## config.mk

```make
export PLATFORM = sky130hd
export DESIGN_NAME = tmds_gearbox_10to2
export DESIGN_NICKNAME = d
export VERILOG_FILES = /design/src/rtl/tmds_gearbox_10to2.sv
export SDC_FILE = /design/constraint.sdc
export NUM_CORES = 1
export LEC_CHECK = 0
export ABC_CLOCK_PERIOD_IN_PS = 2600
export CAP_MARGIN = 20
export CORE_MARGIN = 2
export CORE_UTILIZATION = 59
export CTS_BUF_LIST = sky130_fd_sc_hd__clkbuf_4
export CTS_CLUSTER_DIAMETER = 100
export DETAILED_ROUTE_END_ITERATION = 8
export DONT_BUFFER_PORTS = 1
export PLACE_DENSITY = 0.78
export SETUP_SLACK_MARGIN = 0.05
export SLEW_MARGIN = 15
export SYNTH_ARGS = -nofsm -noshare
export SYNTH_HDL_FRONTEND = slang
export SYNTH_SLANG_ARGS = --single-unit
```

## constraint.sdc

```tcl
create_clock -name clk -period 2.6 [get_ports clk]
set_input_delay 0.13 -clock clk [delete_from_list [all_inputs] [get_ports clk]]
set_output_delay 0.13 -clock clk [all_outputs]
set_load 0.05 [all_outputs]
```

## src/rtl/tmds_gearbox_10to2.sv

```systemverilog
// 10:2 TMDS gearbox: three 10-bit symbols per pixel period become five 8-bit DDR words (lane 3 = clock).
// Optional status counter enabled by defining TMDS_GEARBOX_STATUS_EN.
module tmds_gearbox_10to2 #(
  parameter logic [9:0] CTRL_SYM = 10'b1101010100,
  parameter logic [9:0] CLK_PAT  = 10'b0000011111
) (
  input  logic        clk,
  input  logic        rst_n,
  input  logic        sym_valid,
  output logic        sym_ready,
  input  logic [9:0]  ch0_sym,
  input  logic [9:0]  ch1_sym,
  input  logic [9:0]  ch2_sym,
  output logic [7:0]  ddr_din,
  output logic        phase_last,
  input  logic        underflow_clr,
  output logic        underflow
`ifdef TMDS_GEARBOX_STATUS_EN
  ,
  output logic [15:0] underflow_cnt
`endif
);

  typedef logic [2:0][9:0] sym_set_t;

  logic [2:0] phase;
  logic       pend_v;
  sym_set_t   cur;
  sym_set_t   pend;
  sym_set_t   in_set;
  logic       load;
  logic       accept;
  logic       uf_load;

  assign in_set    = {ch2_sym, ch1_sym, ch0_sym};
  assign load      = (phase == 3'd4);
  assign sym_ready = !pend_v;
  assign accept    = sym_valid && !pend_v;
  assign uf_load   = load && !pend_v && !sym_valid;

  // Bit pair p of a symbol, LSB first: {D1, D0} = {s[2p+1], s[2p]}.
  function automatic logic [1:0] bit_pair(input logic [9:0] s, input logic [2:0] p);
    case (p)
      3'd0:    bit_pair = s[1:0];
      3'd1:    bit_pair = s[3:2];
      3'd2:    bit_pair = s[5:4];
      3'd3:    bit_pair = s[7:6];
      3'd4:    bit_pair = s[9:8];
      default: bit_pair = 2'b00;
    endcase
  endfunction

  always_ff @(posedge clk or negedge rst_n) begin
    if (!rst_n) begin
      phase      <= 3'd0;
      phase_last <= 1'b0;
      pend_v     <= 1'b0;
      cur        <= {3{CTRL_SYM}};
      ddr_din    <= 8'h00;
      underflow  <= 1'b0;
    end else begin
      phase      <= load ? 3'd0 : phase + 3'd1;
      phase_last <= (phase == 3'd3);

      // Load priority: buffered set, then bypass of the live input, then blanking.
      if (load) begin
        if (pend_v) begin
          cur    <= pend;
          pend_v <= 1'b0;
        end else if (sym_valid) begin
          cur <= in_set;
        end else begin
          cur <= {3{CTRL_SYM}};
        end
      end else if (accept) begin
        pend_v <= 1'b1;
      end

      for (int k = 0; k < 3; k++) begin
        {ddr_din[k+4], ddr_din[k]} <= bit_pair(cur[k], phase);
      end
      {ddr_din[7], ddr_din[3]} <= bit_pair(CLK_PAT, phase);

      if (uf_load)            underflow <= 1'b1;
      else if (underflow_clr) underflow <= 1'b0;
    end
  end

  // NOTE: pend holds data only; pend_v qualifies it, so it needs no reset and stays a plain flop.
  always_ff @(posedge clk) begin
    if (accept && !load) pend <= in_set;
  end

`ifdef TMDS_GEARBOX_STATUS_EN
  always_ff @(posedge clk or negedge rst_n) begin
    if (!rst_n) begin
      underflow_cnt <= 16'd0;
    end else if (uf_load) begin
      if (underflow_clr)                 underflow_cnt <= 16'd1;
      else if (underflow_cnt != 16'hFFFF) underflow_cnt <= underflow_cnt + 16'd1;
    end else if (underflow_clr) begin
      underflow_cnt <= 16'd0;
    end
  end
`endif

endmodule

```

# Word level (Yosys, flattened, before mapping)

Index checks and enable logic that the tools add are counted.

Add/sub/neg operators: 1
Equality and inequality tests: 4
Multiplexer cells: 11
Reduce and logical (&&, ||, !) cells: 11

Operators with widths:

| operator                                                        | count |
|---|---|
| 30-bit two-way mux                                              | 2 |
| 2-bit one-hot mux with 5 select lines                           | 3 |
| 3-bit by 2-bit == test with 1-bit output, second input constant | 2 |
| 1-bit logical AND                                               | 4 |
| 1-bit two-way mux                                               | 4 |
| 2-bit one-hot mux with 2 select lines                           | 1 |
| 2-bit nonzero test                                              | 2 |
| 3-bit by 1-bit adder with 3-bit output, second input constant   | 1 |
| 3-bit by 1-bit == test with 1-bit output, second input constant | 1 |
| 3-bit == test, second input constant                            | 1 |
| 1-bit zero test                                                 | 3 |
| 3-bit zero test                                                 | 1 |
| 3-bit two-way mux                                               | 1 |
| 2-bit OR reduction                                              | 1 |

Flip-flop bits (word level): 74
Input port bits: 34
Output and inout port bits: 11
Word-level logic and storage cells: 38

# Logic depth before layout (Yosys ltp)

Gate-level depths: netlist of the first run.

Depth after elaboration: 4
Mapped depth: 7

# Least setup slack after synthesis of the first run

OpenSTA, ideal clock, no wires.

Path kind: reg-to-reg
From: reg phase[0]
To: reg pend[0] in the netlist's numbering, enable pin
Library setup time: 0.427 ns
Arrival time: 2.401 ns
Data required time: 2.173 ns
Slack: -0.229 ns
Cell stages (with the launch flop): 6
Clock period less this slack: 2.829 ns
Path through: dfrtp_1 inv_1 ha_1 buf_6 buf_6 a21oi_1

Longest elaborated chain between the ends: 3

RTL lines:

| what                     | line | text |
|---|---|---|
| start: declaration       | 26   | `logic [2:0] phase;` |
| start signal: assignment | 62   | `phase <= load ? 3'd0 : phase + 3'd1;` |
| 3-bit == test            | 36   | `assign load = (phase == 3'd4);` |
| 1-bit zero test          | 91   | `if (accept && !load) pend <= in_set;` |
| 1-bit logical AND        | 91   |  |
| end signal: assignment   | 91   |  |
| end: declaration         | 29   | `sym_set_t pend;` |

No other way between the ends.
A chain may end at the register's enable or synchronous reset.

# Worst setup path after layout of the first run

From: reg phase[0]
To: reg underflow

Longest elaborated chain between the ends: 4
Elaborated cells on any way between the ends: 5
Classes of those cells: eq/ne (1); mux (1); reduce/logical (3)

RTL lines:

| what                                                    | line | text |
|---|---|---|
| 3-bit == test (*)                                       | 36   |  |
| 1-bit logical AND (*) (2 in series)                     | 39   | `assign uf_load = load && !pend_v && !sym_valid;` |
| 1-bit two-way mux or 2-bit nonzero test (tied branches) | n/a  |  |
| end signal: assignment                                  | 60   | `underflow <= 1'b0;` |
| end signal: assignment                                  | 84   | `if (uf_load) underflow <= 1'b1;` |
| end signal: assignment                                  | 85   | `else if (underflow_clr) underflow <= 1'b0;` |
| end: declaration                                        | 17   | `output logic underflow` |

Every way passes the cells marked *; elsewhere a longest branch is shown, timed or not.

==> results.ini, run 1 <==
[outcome]
outcome=finished clean

[global_route]
number_of_global_route_vias_before_repair=2025
antenna_found_initial=0
pin_count_of_the_biggest_net_entering_global_routing=45
wire_length_of_the_first_global_routing_pass_mm=10.5
gr-total-overflow=0
grt_usage=0.260

[worst_setup_path]
worst_path_dominant_cell_family=buffers and inverters
cp_cell_sequence=inv_1 > ha_1 > nand2_2 > buf_4 > o32ai_1 > dlygate4sd3_1
crit_required_ns=2.97
worstSetupStartpointType=register
cp.buffers_inverters=3
cpMaxStageDelayCell=sky130_fd_sc_hd__dlygate4sd3_1
timing.critical_path.arrival_ns=2.48
critical_path.endpoint_type=register
timing.critical_path.fanout_max=34
crit_type=register to register
critPathMaxStageDelay_ns=0.59

[layout]
layout_cell_share_with_drive_strength_beyond_1=0.155
final_cell_area_um2=3520
final_net_count=306
area_growth_syn_to_layout_pct=18.8
antenna_cells_inserted=0
final_core_utilization=0.735

[sta]
worstMarginPinSlew_ns=0.650
final.hold.worst_slack_ns=0.00999
totalNegativeSetupSlack_ns=0
setup_violations=0
slew_headroom=0.567
finalClockSkew_ns=0.0145
timing_hold_violations_final=0
finalWorstPathRequiredPeriod_ns=2.11
grt_setup_unrepaired=no
worst_slack_ns=0.491
timing.final.max_slew_violations=0
min_period_over_period=0.811
maxClockFrequency_ghz=0.474

[routing]
drtAntennaViolNets=0
drt-total-wl_mm=6.59
drc=0
initialDrtViolationCount=246
wire_per_inst_um=19.5
via_count=2078
drt-vias-per-instance=6.15
drt_pass1_iterations=6

[power_and_ir_drop]
max-vdd-ir-drop_mv=0.598
power_per_cell_area_nw_per_um2=621
power.leakage_nw=1.33

[synth]
netlist_instances=231
synthesis.area_per_instance_um2=12.8
synth_enable_flop_cells=30
yosysSeqAreaShare=0.682
synth_nets=271
ys_ff_latch=74
synth-main-ff-cell=sky130_fd_sc_hd__edfxtp_1
synthDominantCellAreaShare=0.304
yosys_cell_types=27
synthesis.area_um2=2960
netlist.top_cell.by_area=sky130_fd_sc_hd__edfxtp_1
leading_cell_types_by_count_after_synthesis=sky130_fd_sc_hd__edfxtp_1 (30), sky130_fd_sc_hd__nand2_1 (30), sky130_fd_sc_hd__dfrtp_1 (29), sky130_fd_sc_hd__o21ai_1 (21), sky130_fd_sc_hd__o21ai_0 (17)
yosysWarningCount=0
ys_top_cells_by_area=sky130_fd_sc_hd__edfxtp_1 (30%), sky130_fd_sc_hd__dfrtp_1 (24%), sky130_fd_sc_hd__dfstp_2 (13%), sky130_fd_sc_hd__a22oi_1 (3.8%), sky130_fd_sc_hd__nand2_1 (3.8%)
ys_async_sr_fraction=0.595

[clocking]
clk_transition_reported_paths_ns=0.12
clock_sinks=74
tritoncts=built
clk-insertion-delay-late_ns=0.43
clock_tree.htree_level_count=3
cts_setup_buffers=0
cts_max_path_buffers=2
cts-buffers-inserted=9
hold_buffers_post_cts=35
postCtsResizedCells=0
ctsRootBufferMaster=sky130_fd_sc_hd__clkbuf_4

[floorplanning]
dieArea_um2=5600
die-height_um=74.9
start_util=0.619
chipWidth_um=74.9
fp.coreArea_um2=4790
rows=25
floorplan.io_pins=45

[placement]
dpl_cell_area_um2=3000
gpl.final_weighted_congestion=0.788
setup_slack_placement_ns=0.835
detailed_placement_wirelength_estimate_mm=3.77
placement.io_buffers=0

[hold_path]
hold_class=primary input to register

[flow_run]
cap_violations=0

## worst reg2reg max path, delay by kind of cell, from the launching register on
kind / cells / cell delay (ns)
buffers and inverters: 3 / 0.93
DFF: 1 / 0.44
adders and majority gates: 1 / 0.35
AOI/OAI and AO/OA: 1 / 0.24
and+or+nand+nor: 1 / 0.10
## power by group
part,total (W),internal (W),leakage (nW),switching (W)
clock network,0.000809,0.000387,0.0819,0.000421
logic,0.000103,0.0000554,0.471,0.0000472
registers,0.00128,0.00125,0.772,0.0000281
total,0.00219,0.00169,1.33,0.000496
## through the flow
| stage | cells | total power (W) |
|---|---|---|
| 2_1_floorplan | 231 | 0.00132 |
| 3_3_place_gp | 287 | 0.00133 |
| 3_5_place_dp | 287 | 0.00133 |
| 4_1_cts | 338 | 0.00218 |
| 5_1_grt | 338 | 0.00225 |
| 6_report | 338 | 0.00219 |
## kinds of logic (layout without fill, tap and decap cells)
kind of cell / after synthesis / after routing / synth area share
simple gates: 44 / 44 / 0.0663
buf+inv: 22 / 62 / 0.0435
flops: 74 / 74 / 0.682
compound gates: 85 / 85 / 0.183
fa+ha+maj: 6 / 6 / 0.0253
## area by class of cell
class,instances,area [um^2]
inverter,5,18.8
tap,67,83.8
timing repair buffer,41,418
sequential,74,2020
clock inverter,7,93.8
clock buffer,9,67.6
fill,312,1270
multi-input combinational,135,817
## sequential cells by signal (all words and copies together) (netlist names)
name,count
ddr_din,8
underflow,1
phase_last,1
pend_v,1
pend,30
phase,3
cur,30
## cells in the final DEF, fill, tap and decap left out, drive strengths merged
master | Yosys | final
a21o | 1 | 1
a21oi | 3 | 3
a222oi | 6 | 6
a22oi | 15 | 15
a32oi | 6 | 6
and2 | 6 | 6
and2b | 1 | 1
buf | 14 | 7
bufinv | 0 | 2
clkbuf | 3 | 9
clkinv | 0 | 3
clkinvlp | 0 | 2
dfrtp | 29 | 29
dfstp | 15 | 15
dlygate4sd3 | 0 | 34
edfxtp | 30 | 30
ha | 6 | 6
inv | 5 | 5
nand2 | 31 | 31
nand2b | 1 | 1
nor2 | 4 | 4
o21a | 1 | 1
o21ai | 38 | 38
o22ai | 14 | 14
o32ai | 1 | 1
or3b | 1 | 1
## layer usage
| metal | routed length (um) | track usage | vias up |
|---|---|---|---|
| met4 | 141 | 0.0893 | 0 |
| met3 | 470 | 0.0696 | 15 |
| li1 | - | - | 936 |
| met5 | 0 | 0 | - |
| met1 | 2690 | 0.347 | 1008 |
| met2 | 3290 | 0.418 | 119 |
## worst paths after layout
kind / slack, ns / from / end / cells after the start
worst max-delay path: 0.49 / phase[0] / underflow / 6
worst min-delay path: 0.01 / ch2_sym[8] / cur[28] / 3
worst max register to register: 0.49 / phase[0] / underflow / 6
worst min register to register: 0.47 / cur[9] / cur[9] / 2
max in group asynchronous: 2.16 / rst_n / cur[26] / 2
min in group asynchronous: 0.17 / rst_n / cur[1] / 2
(Power assumes the default switching activity.)
==> inputs of run 2 (changes only) <==
--- a/config.mk
+++ b/config.mk
@@ -5,7 +5,8 @@
 export SDC_FILE = /design/constraint.sdc
 export NUM_CORES = 1
 export LEC_CHECK = 0
-export ABC_CLOCK_PERIOD_IN_PS = 2600
+export ABC_AREA = 1
+export ABC_CLOCK_PERIOD_IN_PS = 1800
 export CAP_MARGIN = 20
 export CORE_MARGIN = 2
 export CORE_UTILIZATION = 59
==> constraint.sdc (replaced) <==
create_clock -name clk -period 1.8 [get_ports clk]
set_input_delay 0.09 -clock clk [delete_from_list [all_inputs] [get_ports clk]]
set_output_delay 0.09 -clock clk [all_outputs]
set_load 0.05 [all_outputs]
==> run 2 against run 1 <==
Against the previous run:
- die area up 4.6%
- clock power is 23% higher
- fmax is 28% higher
- synthesized cell count up 27%
- setup slack worse by 0.34 ns
- clock skew rose by 0.00053 ns
- largest cell class unchanged
- power increased by 36%
- clock-buffer cell count grew 3
- largest power group unchanged
- core utilization decreased by 1.4 points
- critical endpoint is now pend[27]
- flip-flop and latch count is the same
- global-route usage down 2.7 points
- cell count rose by 21%
==> results.ini, run 2 <==
[outcome]
outcome=finished clean

[floorplanning]
die-height_um=76.6  ; +2.3%
rows=26  ; +4.0%
floorplan.io_pins=45  ; unchanged
dieArea_um2=5860  ; +4.6%
fp.coreArea_um2=5110  ; +6.7%
start_util=0.608  ; -0.0108
chipWidth_um=76.6  ; +2.3%

[synth]
synth_compound_area_frac=0.0999  ; -0.0830
netlist_instances=294  ; +27%
synthDominantCellAreaShare=0.290  ; -0.0141
synth_nets=334  ; +23%
synth-main-ff-cell=sky130_fd_sc_hd__edfxtp_1
synth_simple_gate_area_share=0.178  ; +0.111
netlist.top_cell.by_area=sky130_fd_sc_hd__edfxtp_1
synth_xor_area_frac=0  ; unchanged
ys_async_sr_fraction=0.595  ; unchanged
yosysSeqAreaShare=0.650  ; -0.0316
synthesis.area_um2=3110  ; +4.9%
yosys_cell_types=22  ; -19%
yosys.area_share.adder=0.0242  ; -0.00117
synth.area.mux_share=0  ; unchanged
synth_top_family_by_area=simple AND/OR/NAND/NOR gates
ys_top_cells_by_area=sky130_fd_sc_hd__edfxtp_1 (29%), sky130_fd_sc_hd__dfrtp_1 (23%), sky130_fd_sc_hd__dfstp_2 (13%), sky130_fd_sc_hd__nand2_1 (6.4%), sky130_fd_sc_hd__nor2_1 (5.4%)
leading_cell_types_by_count_after_synthesis=sky130_fd_sc_hd__nand2_1 (53), sky130_fd_sc_hd__nor2_1 (45), sky130_fd_sc_hd__a21oi_1 (31), sky130_fd_sc_hd__edfxtp_1 (30), sky130_fd_sc_hd__dfrtp_1 (29)
synthesis.area_per_instance_um2=10.6  ; -18%
ys_ff_latch=74  ; unchanged
yosysWarningCount=0  ; unchanged
synth_enable_flop_cells=30  ; unchanged
yosys.cell_count.top_type=sky130_fd_sc_hd__nand2_1

[sta]
min_period_over_period=0.915  ; +0.104
finalClockSkew_ns=0.0150  ; +0.000530 ns
maxClockFrequency_ghz=0.607  ; +28%
timing_hold_violations_final=0  ; unchanged
setup_violations=0  ; unchanged
worstMarginPinSlew_ns=0.482  ; -0.168 ns
finalWorstPathRequiredPeriod_ns=1.65  ; -0.462 ns
slew_headroom=0.678  ; +0.112
timing.final.max_slew_violations=0  ; unchanged
grt_setup_unrepaired=yes
totalNegativeSetupSlack_ns=0  ; unchanged

[power_and_ir_drop]
power_per_cell_area_nw_per_um2=810  ; +30%
max-vdd-ir-drop_mv=0.509  ; -15%
power.leakage_nw=1.49  ; +13%

[clocking]
ctsRootBufferMaster=sky130_fd_sc_hd__clkbuf_4
clock_tree.htree_level_count=3  ; unchanged
clk_transition_reported_paths_ns=0.12  ; about the same
cts_setup_buffers=0  ; unchanged
cts_max_path_buffers=2  ; unchanged
tritoncts=built
cts-buffers-inserted=9  ; unchanged
clock_sinks=74  ; unchanged
clk-insertion-delay-late_ns=0.40  ; -0.03 ns

[routing]
drt-total-wl_mm=6.36  ; -3.5%
wire_per_inst_um=15.6  ; -20%
drc=0  ; unchanged
drt_pass1_iterations=4  ; -2
drtAntennaViolNets=0  ; unchanged
drt-vias-per-instance=5.56  ; -9.6%
via_count=2272  ; +9.3%
initialDrtViolationCount=264  ; +7.3%

[global_route]
global_route.usage.met1=0.313  ; -0.0341
grt-busiest-layer=met2
pin_count_of_the_biggest_net_entering_global_routing=45  ; unchanged
antenna_found_initial=0  ; unchanged
number_of_global_route_vias_before_repair=2249  ; +11%
gr-total-overflow=0  ; unchanged
grt.met3_usage=0.0498  ; -0.0198
wire_length_of_the_first_global_routing_pass_mm=10.7  ; +2.2%
gr-usage-met2=0.371  ; -0.0473
grt_usage=0.233  ; -0.0270

[placement]
detailed_placement_wirelength_estimate_mm=4.10  ; +8.9%
gpl.final_weighted_congestion=0.835  ; +6.0%
placement.io_buffers=0  ; unchanged
dpl.cell_count=359  ; +25%

[worst_setup_path]
r2r_slack_ns=0.15  ; -0.34 ns
crit_type=register to register
timing.critical_path.arrival_ns=1.74  ; -0.74 ns
worstSetupStartpointType=register
crit_required_ns=1.90  ; -1.07 ns
critical_path.endpoint_type=register
timing.critical_path.fanout_max=15  ; -56%

[layout]
most-common-layout-cells=sky130_fd_sc_hd__nand2_1 (53), sky130_fd_sc_hd__nor2_1 (44), sky130_fd_sc_hd__dlygate4sd3_1 (33), sky130_fd_sc_hd__a21oi_1 (31), sky130_fd_sc_hd__edfxtp_1 (30)
layout.cells.most_common=sky130_fd_sc_hd__nand2_1
area_growth_syn_to_layout_pct=18.5
final_net_count=374  ; +22%
area.sequential_um2=2020  ; unchanged
multiInputGateArea_um2=957  ; +17%
stdcell_count=409  ; +21%
layout_cell_share_with_drive_strength_beyond_1=0.153  ; -0.00159
reg.largest.list=cur: 30 flops, pend: 30 flops, ddr_din: 8 flops
layout.filler_cells=395  ; +27%
antenna_cells_inserted=0  ; unchanged

[flow_run]
cap_violations=0  ; unchanged

[hold_path]
hold_class=primary input to asynchronous set/reset pin

## run 2: what timing repair did
item,in CTS,in global routing
setup endpoints to repair,0,14
endpoints found under the hold margin,106,0
hold buffers,34,0
resized for setup,0,4
## run 2: final timing paths
kind,start,end,depth (start not counted)
max,phase[0],pend[27],6
min,rst_n,ddr_din[3],2
max reg2reg,phase[0],pend[27],6
min reg2reg,cur[6],cur[6],2
max in group asynchronous,rst_n,cur[8],2
min in group clk,underflow_clr,underflow,2
## run 2: cells by family after synthesis
logic type      Yosys count
buf+inv                  24
flops                    74
fa+ha+maj                 6
compound gates           62
simple gates            128
## run 2: power breakdown
group          switching (W)  total (W)  leakage [nW]  internal, W
combinational      0.0000704   0.000144         0.641    0.0000738
sequential         0.0000360    0.00184         0.772      0.00180
clock               0.000535   0.000999        0.0787     0.000463
## run 2: worst max-delay path, stage by stage, from the launching register on
cell and delay, ns:
sky130_fd_sc_hd__dfrtp_1 0.44, sky130_fd_sc_hd__inv_2 0.08, sky130_fd_sc_hd__ha_4 0.22, sky130_fd_sc_hd__nand2_4 0.09, sky130_fd_sc_hd__clkinv_4 0.12, sky130_fd_sc_hd__nor2_4 0.13
sky130_fd_sc_hd__buf_4 0.25
## run 2: layer usage
layer  vias to the layer above  share of wire
li1                       1072              -
met1                      1113           0.43
met2                        74           0.50
met3                        13          0.050
met4                         0          0.018
met5                         -              0
## run 2: stage by stage
step / utilization / total power, W / setup WS, ns / hold WS [ns] / area [um^2]
finish: 0.721 / 0.00298 / 0.153 / 0.134 / 3680
detailed placement: 0.624 / 0.00193 / 0.186 / -0.204 / 3190
global route: 0.721 / 0.00309 / 0.0392 / 0.138 / 3680
global placement: 0.624 / 0.00192 / 0.247 / -0.204 / 3190
CTS: 0.719 / 0.00298 / 0.104 / 0.130 / 3670
floorplan: - / 0.00191 / 0.0509 / -0.206 / 3130
## run 2: area by class of cell
cell class / count / area share
repair buffers: 43 / 0.119
well taps: 70 / 0.0238
clock inverters: 4 / 0.0119
inverters: 10 / 0.0122
clock buffers: 12 / 0.0245
multi-input cells: 196 / 0.260
flip-flops and latches: 74 / 0.549
